## config.mk

```make
export PLATFORM = sky130hd
export DESIGN_NAME = rename_record_queue
export DESIGN_NICKNAME = d
export VERILOG_FILES = /design/src/rtl/rename_record_queue.sv
export SDC_FILE = /design/constraint.sdc
export NUM_CORES = 1
export LEC_CHECK = 0
export CAP_MARGIN = 10
export CELL_PAD_IN_SITES_DETAIL_PLACEMENT = 1
export CELL_PAD_IN_SITES_GLOBAL_PLACEMENT = 1
export CORE_UTILIZATION = 30
export CTS_BUF_LIST = sky130_fd_sc_hd__clkbuf_8
export CTS_CLUSTER_SIZE = 20
export DETAILED_ROUTE_END_ITERATION = 6
export PLACE_DENSITY_LB_ADDON = 0.05
export SETUP_SLACK_MARGIN = 0.5
export SLEW_MARGIN = 30
export SYNTH_ARGS = -nofsm -noshare
export SYNTH_HDL_FRONTEND = slang
export SYNTH_SLANG_ARGS = --single-unit
```

## constraint.sdc

```tcl
create_clock -name clk -period 4.1 [get_ports clk]
set_input_delay 0.41 -clock clk [delete_from_list [all_inputs] [get_ports clk]]
set_output_delay 0.41 -clock clk [all_outputs]
set_load 0.01 [all_outputs]
```

## src/rtl/rename_record_queue.sv

```systemverilog
// Multi-lane circular record queue between rename and commit: up to WR_LANES
// in-order allocations and RD_LANES in-order retirements per cycle.
module rename_record_queue #(
    parameter int unsigned DATA_WIDTH   = 8,
    parameter int unsigned TABLE_DEPTH  = 8,
    parameter int unsigned WR_LANES     = 2,
    parameter int unsigned RD_LANES     = 2,
    parameter int unsigned AF_THRESHOLD = TABLE_DEPTH - 2
) (
    input  logic                                  clk,
    input  logic                                  reset,
    input  logic                                  flush,
    input  logic [$clog2(WR_LANES+1)-1:0]         wr_count,
    input  logic [WR_LANES*DATA_WIDTH-1:0]        wr_data,
    input  logic [$clog2(RD_LANES+1)-1:0]         rd_count,
    output logic [RD_LANES*DATA_WIDTH-1:0]        rd_data,
    output logic [$clog2(RD_LANES+1)-1:0]         rd_avail,
    output logic [$clog2(TABLE_DEPTH+1)-1:0]      count,
    output logic                                  table_full,
    output logic                                  table_empty,
    output logic                                  almost_full,
    input  logic                                  err_clear,
    output logic                                  overflow_err,
    output logic                                  underflow_err
);

    localparam int unsigned PTR_W = $clog2(TABLE_DEPTH);
    localparam int unsigned CNT_W = $clog2(TABLE_DEPTH + 1);
    localparam int unsigned WC_W  = $clog2(WR_LANES + 1);
    localparam int unsigned RC_W  = $clog2(RD_LANES + 1);

    logic [DATA_WIDTH-1:0] mem [TABLE_DEPTH];
    logic [PTR_W-1:0]      head;
    logic [PTR_W-1:0]      tail;

    logic                  wr_ok_c;
    logic                  rd_ok_c;
    logic [WC_W-1:0]       wr_amt_c;
    logic [RC_W-1:0]       rd_amt_c;
    logic                  ovf_new_c;
    logic                  udf_new_c;

    // Acceptance is judged on pre-edge occupancy only; no read/write crediting.
    always_comb begin
        wr_ok_c   = 1'b0;
        rd_ok_c   = 1'b0;
        wr_amt_c  = '0;
        rd_amt_c  = '0;
        ovf_new_c = 1'b0;
        udf_new_c = 1'b0;
        if (!flush) begin
            wr_ok_c   = (32'(wr_count) <= WR_LANES) &&
                        (32'(wr_count) <= TABLE_DEPTH - 32'(count));
            rd_ok_c   = (32'(rd_count) <= RD_LANES) &&
                        (32'(rd_count) <= 32'(count));
            ovf_new_c = !wr_ok_c;
            udf_new_c = !rd_ok_c;
            if (wr_ok_c) begin
                wr_amt_c = wr_count;
            end
            if (rd_ok_c) begin
                rd_amt_c = rd_count;
            end
        end
    end

    always_ff @(posedge clk or negedge reset) begin
        if (!reset) begin
            head          <= '0;
            tail          <= '0;
            count         <= '0;
            overflow_err  <= 1'b0;
            underflow_err <= 1'b0;
        end else begin
            if (flush) begin
                head  <= '0;
                tail  <= '0;
                count <= '0;
            end else begin
                head  <= head + PTR_W'(rd_amt_c);
                tail  <= tail + PTR_W'(wr_amt_c);
                count <= count + CNT_W'(wr_amt_c) - CNT_W'(rd_amt_c);
            end
            // New error in the same cycle as a clear leaves the flag set.
            overflow_err  <= (overflow_err  && !err_clear) || ovf_new_c;
            underflow_err <= (underflow_err && !err_clear) || udf_new_c;
        end
    end

    // Storage is not reset; lanes beyond wr_count are ignored.
    always_ff @(posedge clk) begin
        for (int unsigned i = 0; i < WR_LANES; i++) begin
            if (wr_ok_c && (i < 32'(wr_amt_c))) begin
                mem[tail + PTR_W'(i)] <= wr_data[i*DATA_WIDTH +: DATA_WIDTH];
            end
        end
    end

    always_comb begin
        rd_data = '0;
        for (int unsigned i = 0; i < RD_LANES; i++) begin
            rd_data[i*DATA_WIDTH +: DATA_WIDTH] = mem[head + PTR_W'(i)];
        end
    end

    assign rd_avail    = (32'(count) >= RD_LANES) ? RC_W'(RD_LANES) : RC_W'(count);
    assign table_full  = (32'(count) == TABLE_DEPTH);
    assign table_empty = (count == '0);
    assign almost_full = (32'(count) >= AF_THRESHOLD);

endmodule

```

==> results of run 1 <==
==> what timing repair did <==
| action | CTS | global route |
|---|---|---|
| setup endpoints to repair | 3 | 0 |
| setup buffers | 2 | 0 |
| gates resized for setup | 0 | 0 |
==> sequential cells by signal, summed over array words and instances (netlist names) <==
signal and count:
mem 64, count 4, head 3, tail 3, overflow_err 1, underflow_err 1
==> placed cells by master (no fill, tap or decap), drive strengths merged, types with 3 or more instances in the layout <==
master         instances
mux2                  80
buf                   19
clkdlybuf4s50         50
nor2                  13
dfrtp                 12
clkbuf                 9
ha                    17
inv                   16
nor2b                 10
fa                     4
a21o                   4
nor3                  11
xnor2                  6
clkinv                 3
mux4                  32
a31oi                  3
o21ai                  3
o31ai                  8
a21oi                  7
nand2                  5
edfxtp                64
==> layer usage <==
layer	up-vias	share of wire, %	global-route usage, %	wire [um]
met5	-	0	0	0
met4	0	1.7	6.21	241
met3	17	1.9	2.47	264
met2	44	50	28.3	6920
met1	1612	46	22.8	6430
li1	1429	-	-	-
==> path summary, 6_finish.rpt <==
check	from	to
worst max-delay path	count[0]$_DFF_PN0_	count[3]$_DFF_PN0_
worst min-delay path	reset	head[0]$_DFF_PN0_
worst max register to register	count[0]$_DFF_PN0_	count[3]$_DFF_PN0_
worst min register to register	underflow_err$_DFF_PN0_	underflow_err$_DFF_PN0_
max in group asynchronous	reset	count[0]$_DFF_PN0_
min in group clk	underflow_err$_DFF_PN0_	underflow_err$_DFF_PN0_
==> power by group through the flow <==
stage,registers (uW),clock network (uW),logic [uW]
3_5_place_dp,983,0,1200
6_report,963,642,1200
4_1_cts,965,667,1220
5_1_grt,975,690,1310
3_3_place_gp,981,0,1180
2_1_floorplan,971,0,784
==> cells by family after synthesis <==
kind of cell | count (synthesis)
mux | 112
xor+xnor | 8
compound gates | 27
buf+inv | 27
flops | 76
fa+ha+maj | 21
simple gates | 54
==> area by class of cell <==
class | count | share of cell area (%)
multi-input cells | 222 | 44.0
flip-flops and latches | 76 | 36.6
repair buffers | 69 | 10.6
well taps | 216 | 4.44
clock buffers | 9 | 2.04
clock inverters | 7 | 1.50
inverters | 14 | 0.863
==> per-stage QoR <==
stage | instances | util [%] | power [uW] | hold slack (ns) | instance area [um2]
after detailed placement | 595 | 36.5 | 2180 | 0.486 | 5860
after floorplan | 325 | - | 1760 | 0.114 | 5030
after CTS | 613 | 37.9 | 2860 | 0.435 | 6090
after global routing | 613 | 37.9 | 2980 | 0.456 | 6090
after global placement | 595 | 36.5 | 2160 | 0.468 | 5860
final | 613 | 37.9 | 2810 | 0.443 | 6090
==> impl_metrics.env, run 1 <==
export IMPL_run_status="complete, no violations"
export IMPL_antenna_diode_count=0
export IMPL_cts_inserted_buffers=9
export IMPL_crit_cells=14
export IMPL_total_congestion_overflow_after_global_routing=0
export IMPL_rr_worst_depth=14
export IMPL_detailedRoute_firstIterationViolations=124
export IMPL_h_tree_depth=3
export IMPL_tightestPinTransition_ns=0.802
export IMPL_timing_max_slew_rel_slack_pct=46.6
export IMPL_synth_cells_most_frequent="69 x mux2_2, 64 x edfxtp_1, 32 x mux4_2, 17 x ha_1, 14 x inv_1"
export IMPL_critPathArrivalTime_ns=3.54
export IMPL_critical_path_required_ns=4.35
export IMPL_post_synth_main_area_contributors="edfxtp_1 38%, mux2_2 16%, mux4_2 14%, dfrtp_1 6.0%, ha_1 4.3%"
export IMPL_timing_final_ws_setup_ns=0.808
export IMPL_synthMostInstantiatedCell="mux2_2"
export IMPL_synth_compound_gate_area_share_pct=6.25
export IMPL_setup_worst_path_end_class="flop"
export IMPL_grt_start_max_net_pins=34
export IMPL_wl_per_cell_um=22.6
export IMPL_drive_gt1_share_pct=40.1
export IMPL_finalNetCount=437
export IMPL_vias=3102
export IMPL_combinationalPowerShare_pct=42.8
export IMPL_hold_violations=0
export IMPL_gpl_final_weighted_congestion=0.704
export IMPL_holdCritPathClass="input pin to async pin"
export IMPL_yosysWarningCount=0
export IMPL_reg2reg_slack_ns=0.81
export IMPL_combinational_family_with_the_most_area_after_synthesis="multiplexers"
export IMPL_switching_power_uw=993
export IMPL_layout_area_overhead_vs_synth_pct=21.7
export IMPL_crit_path_cell_trace="inv_2 > ha_1 > inv_1 > ha_1 > nor2b_4 > o21ai_4 > nor3_2 > nor4b_4 > fa_1 > ha_1 > a21o_1 > a21oi_2 > xnor2_1 > nor2_1"
export IMPL_tritoncts_clock_tree="built"
export IMPL_antenna_found_initial=0
export IMPL_synth_seq_cells=76
export IMPL_crit_path_frequent_cell="ha_1"
export IMPL_cts_root_buf="clkbuf_8"
export IMPL_post_synth_cell_area_avg_um2=15.4
export IMPL_cp_slowest_cell="fa_1"
export IMPL_pre_cts_ws_ns=0.214
export IMPL_place_detailed_hpwl_mm=9.44
export IMPL_grt_pass1_wl_mm=21.3
export IMPL_vdd_ir_drop_max_uv=187
export IMPL_maxSlewViolCount=0
export IMPL_cap_violations=0
export IMPL_cts_root_to_sink_buffers=2
export IMPL_core_area_um2=16100
export IMPL_synth_async_sr_flop_share_pct=15.8
export IMPL_drt_wl_total_mm=13.9
export IMPL_die_height_um=131
export IMPL_multiInputGateArea_um2=2680
export IMPL_power_density_nw_per_um2=461
export IMPL_p_seq_share_pct=34.3
export IMPL_number_of_enable_type_register_cells_in_the_synthesized_netlist=64
export IMPL_ant_nets=0
export IMPL_cts_reportedPaths_clkPinSlew_ns=0.08
export IMPL_ys_dominant_reg_cell="edfxtp_1"
export IMPL_yosys_area_share_adder_pct=5.85
export IMPL_post_synth_inst_count=325
export IMPL_post_synth_num_cell_types=41
export IMPL_syn_cell_area_um2=5000
export IMPL_final_period_minus_worst_setup_slack_ns=3.29
export IMPL_groute_usage_overall_pct=17.1
export IMPL_internal_power_uw=1810
export IMPL_row_count=46
export IMPL_synth_nets=370
export IMPL_timing_clock_skew_ns=0.0152
export IMPL_worst_path_buf_inv=2
export IMPL_detailedRoute_firstPassIterationCount=4
export IMPL_fp_dieArea_um2=17200
export IMPL_synth_area_leader_cell="edfxtp_1"
export IMPL_tcrit_tclk_final_pct=80.3
export IMPL_p_sw_share_pct=35.4
export IMPL_worstSkewPairLatency_ns=0.37
export IMPL_sequential_cell_area_um2=2220
export IMPL_drcViolationCount=0
export IMPL_via_count_of_the_first_global_routing_pass=3412
export IMPL_max_clock_freq_ghz=0.304
export IMPL_via_per_inst=5.06
export IMPL_critical_path_max_stage_delay_ns=0.53
export IMPL_static_power_due_to_leakage_uw=0.00212
export IMPL_synth_mux_area_fraction_pct=32.4
export IMPL_yosysSeqAreaShare_pct=44.4
export IMPL_setup_worst_path_class="flop to flop"
export IMPL_setup_total_negative_slack_ns=0
export IMPL_rsz_0062_raised_after_global_routing="false"
export IMPL_timing_final_setup_violations=0
export IMPL_initial_cell_density_of_the_core_pct=31.1
export IMPL_io_buffer_count=50
export IMPL_postCtsHoldBufs=0
export IMPL_nFillCells=1636
export IMPL_netlist_area_leader_share_pct=38.4
export IMPL_synth_xor_area_share_pct=1.40
export IMPL_critical_path_peak_fanout=7
export IMPL_cts_num_sinks=76
export IMPL_power_clock_fraction_pct=22.9
export IMPL_io_pins=51
export IMPL_startpoint_type="flop"
export IMPL_timing_critical_path_max_delay_family="adder cells"
export IMPL_synth_simple_gate_area_share_pct=7.26
export IMPL_fp_dieW_um=131
Note: power is estimated with default switching activity, not from simulation.
==> run 2, diff against run 1 <==
- clock period: 4.1 -> 2.9 ns (I/O delays scaled with it)
==> run 2 against run 1 <==
The flow now finishes with violations (setup timing). Worst setup slack worse by 0.92 ns. Die area unchanged. Cell count rose by 13%. Clock skew barely moved. Critical path depth fell by 1. Core utilization up 9.0 points. Routed wire length is 9.9% higher. Register-to-register slack worse by 0.92 ns. Cell area up 24%. Sequential power up 38%. Sequential share of layout area down 7.0 points. Critical path type unchanged.
==> impl_metrics.env, run 2 (synthesized netlist as in run 1, its figures left out) <==
export IMPL_run_status="complete, but fails checks"
export IMPL_failed_checks="setup timing"
export IMPL_largest_register_ffs=64
export IMPL_cts_root_buf="clkbuf_8"
export IMPL_max_clock_freq_ghz=0.332
export IMPL_cap_violations=0
export IMPL_nFillCells=1597
export IMPL_drive_gt1_share_pct=62.2
export IMPL_initial_cell_density_of_the_core_pct=31.1
export IMPL_place_detailed_instances=638
export IMPL_maxSlewViolCount=0
export IMPL_registers_top_by_ff_count="mem"
export IMPL_io_buffer_count=50
export IMPL_total_congestion_overflow_after_global_routing=0
export IMPL_rsz_0062_raised_after_global_routing="true"
export IMPL_io_pins=51
export IMPL_final_cell_count_no_fill=692
export IMPL_layout_area_overhead_vs_synth_pct=50.6
export IMPL_fp_dieW_um=131
export IMPL_finalNetCount=516
export IMPL_startpoint_type="flop"
export IMPL_fp_dieArea_um2=17200
export IMPL_cts_reportedPaths_clkPinSlew_ns=0.09
export IMPL_placed_cell_area_um2=6220
export IMPL_hold_ws_ns=0.327
export IMPL_worstReg2RegEnd="count[1]$_DFF_PN0_"
export IMPL_antenna_diode_count=0
export IMPL_final_period_minus_worst_setup_slack_ns=3.01
export IMPL_core_area_um2=16100
export IMPL_cts_root_to_sink_buffers=2
export IMPL_critPathArrivalTime_ns=3.30
export IMPL_place_detailed_hpwl_mm=10.4
export IMPL_mostFrequentLayoutCells="73 x mux2_4, 64 x edfxtp_1, 51 x buf_4"
export IMPL_setup_worst_path_class="flop to flop"
export IMPL_holdCritPathClass="input pin to async pin"
export IMPL_vdd_ir_drop_max_uv=315
export IMPL_layout_top_registers="mem x64, count x4"
export IMPL_power_density_nw_per_um2=646
export IMPL_layout_cells_most_common="mux2_4"
export IMPL_sum_of_internal_switching_and_leakage_power_uw=4870
export IMPL_drcViolationCount=0
export IMPL_tightestPinTransition_ns=0.685
export IMPL_antenna_found_initial=0
export IMPL_timing_max_slew_rel_slack_pct=54.2
export IMPL_setup_worst_path_end_class="flop"
export IMPL_hold_violations=0
export IMPL_static_power_due_to_leakage_uw=0.00303
export IMPL_h_tree_depth=3
export IMPL_grt_start_max_net_pins=18
export IMPL_via_count_of_the_first_global_routing_pass=3752
export IMPL_worstSkewPairLatency_ns=0.37
export IMPL_cts_num_sinks=76
export IMPL_groute_usage_overall_pct=18.4
export IMPL_worstReg2RegStart="count[0]$_DFF_PN0_"
export IMPL_drt_wl_total_mm=15.2
export IMPL_rr_worst_depth=13
export IMPL_critical_path_peak_fanout=3
export IMPL_detailedRoute_firstPassIterationCount=4
export IMPL_via_per_inst=4.97
export IMPL_ant_nets=0
export IMPL_timing_final_setup_violations=3
export IMPL_timing_clock_skew_ns=0.0154
export IMPL_critPathCapture="count[1]$_DFF_PN0_"
export IMPL_vias=3442
export IMPL_wl_per_cell_um=22.0
export IMPL_die_height_um=131
export IMPL_total_non_filler_cell_area_in_the_finished_layout_um2=7530
export IMPL_tcrit_tclk_final_pct=104
export IMPL_cts_inserted_buffers=9
export IMPL_tritoncts_clock_tree="built"
export IMPL_reg2reg_slack_ns=-0.11
export IMPL_grt_pass1_wl_mm=23.2
export IMPL_critical_path_required_ns=3.19
export IMPL_detailedRoute_firstIterationViolations=164
export IMPL_postCtsHoldBufs=0
export IMPL_gpl_final_weighted_congestion=0.757
export IMPL_row_count=46
export IMPL_timing_critical_path_from="count[0]$_DFF_PN0_"
export IMPL_timing_final_ws_setup_ns=-0.110
run 2: timing repair:
action / 4_1_cts / 5_1_grt
pin swaps: 21 / 20
endpoints found under the hold margin: 0 / 0
buffers inserted: 22 / 16
gates resized for setup: 190 / 59
setup endpoints to repair: 143 / 144
run 2: how the worst min path moves through the flow:
stage | startpoint | to | slack [ns] | depth (start not counted)
after floorplan | reset | count[0]$_DFF_PN0_ | -0.006 | 0
after global placement | underflow_err$_DFF_PN0_ | underflow_err$_DFF_PN0_ | 0.47 | 1
after detailed placement | underflow_err$_DFF_PN0_ | underflow_err$_DFF_PN0_ | 0.47 | 1
after CTS | reset | underflow_err$_DFF_PN0_ | 0.33 | 1
after global routing | reset | underflow_err$_DFF_PN0_ | 0.36 | 1
final | reset | head[2]$_DFF_PN0_ | 0.33 | 1
run 2: layer usage:
layer,GRT usage (%),up-vias,wire (um)
met5,0,-,0
met2,30.7,50,7720
met4,5.49,0,177
met1,24.6,1799,6930
met3,2.78,13,410
li1,-,1580,-
run 2: stage by stage:
stage / worst slack (ns) / util (%) / setup TNS [ns]
finish: -0.110 / 46.9 / -0.252
global route: -0.248 / 46.9 / -0.695
CTS: -0.156 / 44.5 / -0.315
detailed placement: -0.264 / 38.7 / -0.788
global placement: -0.205 / 38.7 / -0.511
floorplan: -0.693 / - / -1.88
run 2: worst max-delay path: stages (launching register included):
cell	delay, ns
dfrtp_2	0.41
inv_2	0.08
ha_4	0.21
inv_4	0.05
ha_4	0.18
nor2b_4	0.13
o21ai_4	0.19
nor3_4	0.08
or4_4	0.51
ha_4	0.28
inv_2	0.04
ha_4	0.15
fa_2	0.50
nor2b_1	0.11
run 2: power by group:
part | total [uW] | internal, uW | switching, uW
combinational | 2610 | 1390 | 1220
clock | 923 | 482 | 441
sequential | 1330 | 1280 | 48.1
total | 4870 | 3150 | 1710
run 2: final cells by class:
| type | instances | area, um2 | area share, % |
|---|---|---|---|
| clock buffers | 9 | 124 | 1.64 |
| clock inverters | 7 | 90.1 | 1.20 |
| inverters | 14 | 55.1 | 0.731 |
| multi-input cells | 222 | 3210 | 42.6 |
| flip-flops and latches | 76 | 2230 | 29.6 |
| well taps | 216 | 270 | 3.59 |
| repair buffers | 148 | 1560 | 20.6 |
